===== config.mk =====
export PLATFORM = sky130hd
export DESIGN_NAME = ofifo
export DESIGN_NICKNAME = d
export VERILOG_FILES = /design/src/rtl/ofifo.sv
export SDC_FILE = /design/constraint.sdc
export NUM_CORES = 2
export LEC_CHECK = 0
export BUFFER_PORTS_ARGS = -buffer_cell sky130_fd_sc_hd__buf_4
export CAP_MARGIN = 20
export CORE_UTILIZATION = 53
export CTS_CLUSTER_DIAMETER = 120
export DETAILED_ROUTE_END_ITERATION = 10
export GPL_ROUTABILITY_DRIVEN = 0
export PLACE_DENSITY = 0.84
export SETUP_SLACK_MARGIN = 0.05
export SYNTH_ARGS = -nofsm -noshare
export SYNTH_HDL_FRONTEND = slang
export SYNTH_SLANG_ARGS = --single-unit

===== constraint.sdc =====
create_clock -name clk -period 5.1 [get_ports clk]
set_input_delay 1.53 -clock clk [delete_from_list [all_inputs] [get_ports clk]]
set_output_delay 1.53 -clock clk [all_outputs]
set_load 0.02 [all_outputs]

===== src/rtl/ofifo.sv =====
// ofifo: row-aligned output FIFO behind the MAC array south edge.
//   One independent FIFO per column, each written by that column's valid
//   strobe. A single rd pops every column together, so the row always
//   comes out aligned regardless of the skew on the write side.
// Ports:
//   clk, reset      clock, async active-low reset
//   in  [pbw*col]   column psums, column c at [pbw*(c+1)-1 : pbw*c]
//   wr  [col]       per-column write strobe
//   rd              pop one entry from every column (only while o_valid)
//   o_ready/o_full  no column full / some column full
//   o_valid         every column holds at least one entry
//   out, out_valid  registered popped row, one-cycle valid pulse
//   overflow        sticky: a write was dropped on a full column

// Single-column FIFO. Pointers carry one extra bit so full and empty
// stay distinct after wrap-around.
module ofifo_col #(
  parameter int PSUM_BW = 16,
  parameter int DEPTH   = 16
) (
  input  logic               clk,
  input  logic               reset,
  input  logic [PSUM_BW-1:0] wdata_i,
  input  logic               wr_i,
  input  logic               pop_i,
  output logic [PSUM_BW-1:0] rdata_o,
  output logic               empty_o,
  output logic               full_o,
  output logic               drop_o
);
  localparam int AW = $clog2(DEPTH);
  localparam logic [AW:0] FULL_CNT = {1'b1, {AW{1'b0}}};

  logic [AW:0]        wptr_q, wptr_d, rptr_q, rptr_d, count;
  logic [PSUM_BW-1:0] mem_q [DEPTH];
  logic               write_ok;

  assign count   = wptr_q - rptr_q;
  assign empty_o = (count == '0);
  assign full_o  = (count == FULL_CNT);
  // A pop on the same edge frees a slot, so a full column still accepts.
  assign write_ok = wr_i & (~full_o | pop_i);
  assign drop_o   = wr_i & full_o & ~pop_i;
  assign rdata_o  = mem_q[rptr_q[AW-1:0]];

  always_comb begin
    wptr_d = wptr_q;
    rptr_d = rptr_q;
    if (write_ok) wptr_d = wptr_q + 1'b1;
    if (pop_i)    rptr_d = rptr_q + 1'b1;
  end

  always_ff @(posedge clk or negedge reset) begin
    if (!reset) begin
      wptr_q <= '0;
      rptr_q <= '0;
    end else begin
      wptr_q <= wptr_d;
      rptr_q <= rptr_d;
    end
  end

  // Storage is never reset; the pointers alone define what is valid.
  always_ff @(posedge clk) begin
    if (write_ok) mem_q[wptr_q[AW-1:0]] <= wdata_i;
  end
endmodule

module ofifo #(
  parameter int col     = 8,
  parameter int psum_bw = 16,
  parameter int depth   = 16
) (
  input  logic                   clk,
  input  logic                   reset,
  input  logic [psum_bw*col-1:0] in,
  input  logic [col-1:0]         wr,
  input  logic                   rd,
  output logic                   o_ready,
  output logic                   o_full,
  output logic                   o_valid,
  output logic [psum_bw*col-1:0] out,
  output logic                   out_valid,
  output logic                   overflow
);
  logic [col-1:0][psum_bw-1:0] in_row, rd_row, out_q, out_d;
  logic [col-1:0]              empty, full, drop;
  logic                        pop, out_valid_q, overflow_q, overflow_d;

  assign in_row  = in;
  assign o_valid = ~|empty;
  assign o_full  = |full;
  assign o_ready = ~o_full;
  assign pop     = rd & o_valid;

  for (genvar c = 0; c < col; c++) begin : g_col
    ofifo_col #(.PSUM_BW(psum_bw), .DEPTH(depth)) u_col (
      .clk     (clk),
      .reset   (reset),
      .wdata_i (in_row[c]),
      .wr_i    (wr[c]),
      .pop_i   (pop),
      .rdata_o (rd_row[c]),
      .empty_o (empty[c]),
      .full_o  (full[c]),
      .drop_o  (drop[c])
    );
  end

  always_comb begin
    out_d      = out_q;
    overflow_d = overflow_q | (|drop);
    if (pop) out_d = rd_row;
  end

  always_ff @(posedge clk or negedge reset) begin
    if (!reset) begin
      out_q       <= '0;
      out_valid_q <= 1'b0;
      overflow_q  <= 1'b0;
    end else begin
      out_q       <= out_d;
      out_valid_q <= pop;
      overflow_q  <= overflow_d;
    end
  end

  assign out       = out_q;
  assign out_valid = out_valid_q;
  assign overflow  = overflow_q;
endmodule


==> flow_summary.toml <==
[setup_path]
r2r_slack_ns = 0.74
cp_num_buf_inv = 1
end_kind = "output pin"
path_delay_family = "simple AND/OR/NAND/NOR gates"
crit_path_max_incr_delay_ns = 0.54
cp-start-kind = "register"
worst-setup-path-type = "reg2out"
crit_slowest_cell = "or4_4"
path_max_fanout = 3
cp_cell_sequence = "ha_1 -> nor2b_1 -> o31a_1 -> or3_1 -> and3_4 -> or4_4 -> nor2_4 -> buf_6"
cp.arrival_ns = 3.43
critical_path_required_ns = 3.57

[timing]
fmax_mhz = 202
relSlewSlack_pct = 29.2
setup_viol = 0
drv_slew = 0
worstMarginPinSlew_ns = 1.06
rsz0062_at_grt = "no"
fin_crit_ns = 4.96
final_hold_viol_count = 0
fin_crit_sh_pct = 97.2
finClkSkew_ns = 0.0633

[power]
p_comb_share_pct = 34.3
p_per_area_nw_per_um2 = 599
p_leak_nw = 33.5
power_frac_clock_pct = 26.4
switching_share_pct = 31.9
p_switching_mw = 19.6
seq_power_share_pct = 39.2
internal_power_mw = 41.7
ir_drop_v = 0.000803

[floorplan]
start_util_pct = 53.5
num_io_pins = 272
die_height_um = 410
die_x_um = 410
die_area_um2 = 168000
core_area_um2 = 165000
rows = 149

[placed_design]
dpl.cell_count = 6426
dp_hpwl_mm = 115
port_buffers = 271

[logic_synthesis]
synth_ff_type = "edfxtp_1"
synth_nets = 4161
synth_edf_count = 2048
synth.cell_area_um2 = 88200
synth_cell_types = 62
async_flop_share_pct = 9.30
synth_cells = 3950
ys_seq_elements = 2258
synth_area_per_cell_um2 = 22.3
ys_seq_area_share_pct = 75.7
synth_warnings = 0

[layout]
fill_cells = 10700
multi_input_area_um2 = 21500
layoutNonFillerInstCount = 6852
layout_common_cells = "2,048 x edfxtp_1, 640 x mux4_2, 485 x buf_4"
syn_to_final_growth_pct = 16.0
drive_above_1_share_pct = 37.5
regArea_um2 = 66800
final_util_pct = 62.0
nets = 4669
final_common_cell = "edfxtp_1"

[status]
violations = "design-rule violations"
outcome = "complete, but fails checks"

[clock_tree]
postCtsHoldBufs = 0
clk_pin_slew_ns = 0.06
clock-sinks = 2258
clk_latency_ns = 0.88
cts-root-buf = "clkbuf_16"
tritoncts = "built"
h-tree-depth = 4
clk_path_buf_depth = 3
numCtsBuffers = 215

[grt]
grt_max_degree = 80
grt-ovfl-total = 0
grt_pass1_vias = 45200
antenna_found_initial = 31
grt_usage_pct = 24.4
grt_pass1_wl_mm = 299

[drt]
via_per_inst = 6.27
final_antenna_net_count = 0
drtIter0Drc = 4728
vias = 43000
wl_per_cell_um = 29.7
drc = 64
first_pass_iters = 8
wirelength_mm = 204

[hold_path]
hp-class = "reg2reg"

[flow_run]
maxCapViolCount = 0
## final cells by class
class / instances / area share (%)
multi-input combinational: 1430 / 21.0
inverter: 60 / 0.228
tap: 2189 / 2.68
clock buffer: 287 / 5.70
timing repair buffer: 493 / 3.70
antenna: 15 / 0.0367
clock inverter: 120 / 1.35
sequential: 2258 / 65.3
## final timing paths
kind,startpoint,to,cells past startpoint
max in group asynchronous,reset,g_col[2].u_col.rptr_q[0],2
setup / recovery,g_col[6].u_col.wptr_q[1],o_valid,8
min in group asynchronous,reset,out[108],1
hold reg to reg,out[55],out[55],1
setup reg to reg,g_col[1].u_col.wptr_q[1],g_col[4].u_col.mem_q[10][11],11
hold / removal,out[55],out[55],1
## flip-flops by register name (all words and copies together), names as in the netlist
name	flops
g_col.u_col.rptr_q	40
overflow	1
g_col.u_col.mem_q	2048
out_valid	1
out	128
g_col.u_col.wptr_q	40
## power groups by stage
stage / Clock, mW / Sequential (mW) / Combinational, mW
global route: 17.1 / 24.2 / 22.3
global placement: 0 / 24.2 / 20.3
CTS: 16.4 / 24.0 / 21.2
floorplan: 0 / 24.6 / 13.4
detailed placement: 0 / 24.4 / 20.8
finish: 16.2 / 24.0 / 21.0
## Yosys cell counts, types with 7 or more instances
cell type	count	area [um2]
clkbuf_1	116	435
ha_1	72	901
o22ai_1	7	43.8
nand2b_1	17	106
xnor2_1	32	280
nand3_1	52	260
nand4_1	12	75.1
inv_2	9	33.8
buf_2	17	85.1
nor2_1	13	48.8
nor4b_1	43	377
mux2_2	94	1060
mux4_2	640	14400
o221ai_1	9	78.8
buf_1	63	236
o21ai_0	30	150
inv_1	51	191
edfxtp_1	2048	61500
mux2_1	34	383
o311ai_0	9	78.8
nor2b_1	11	68.8
o211ai_1	32	240
nand2_1	92	345
dfrtp_1	210	5260
nor3_1	106	531
a21oi_1	16	80.1
xor2_1	18	158
nor3b_1	7	52.6
nor4_1	11	68.8
## kinds of logic (layout without fill, tap and decap cells)
logic type | Yosys count | in the layout | synth area share (%)
XOR/XNOR | 50 | 50 | 0.497
flip-flops | 2258 | 2258 | 75.7
multiplexers | 770 | 770 | 18.0
adder cells (fa/ha/maj) | 72 | 72 | 1.02
other | 0 | 15 | 0
AO/OA/AOI/OAI | 147 | 147 | 1.19
buffers and inverters | 262 | 960 | 1.18
AND/OR/NAND/NOR | 391 | 391 | 2.42
## stage by stage
| step | area [um2] | hold WS (ns) | setup TNS, ns | power, mW | worst slack, ns |
|---|---|---|---|---|---|
| after global placement | 94900 | 0.470 | 0 | 44.4 | 0.595 |
| after detailed placement | 94900 | 0.477 | 0 | 45.1 | 0.549 |
| after global routing | 102000 | 0.500 | 0 | 63.6 | 0.0608 |
| final | 102000 | 0.485 | 0 | 61.3 | 0.144 |
| after CTS | 102000 | 0.489 | 0 | 61.6 | 0.0553 |
| after floorplan | 88400 | 0.460 | -58.07 | 38.0 | -0.227 |
## metal layers
| layer | share of wire, % | GRT usage (%) | up-vias |
|---|---|---|---|
| met5 | 0.090 | 0 | - |
| met4 | 3.2 | 9.09 | 28 |
| met3 | 8.1 | 4.92 | 384 |
| met2 | 52 | 41.4 | 2064 |
| met1 | 37 | 31.4 | 22800 |
| li1 | - | - | 17700 |
## what timing repair did
action | CTS | global route
pin swaps | 1 | 1
endpoints found under the setup margin | 2 | 3
resized for setup | 11 | 9
buffers inserted | 2 | 1
Power figures use the tool's default switching activity.
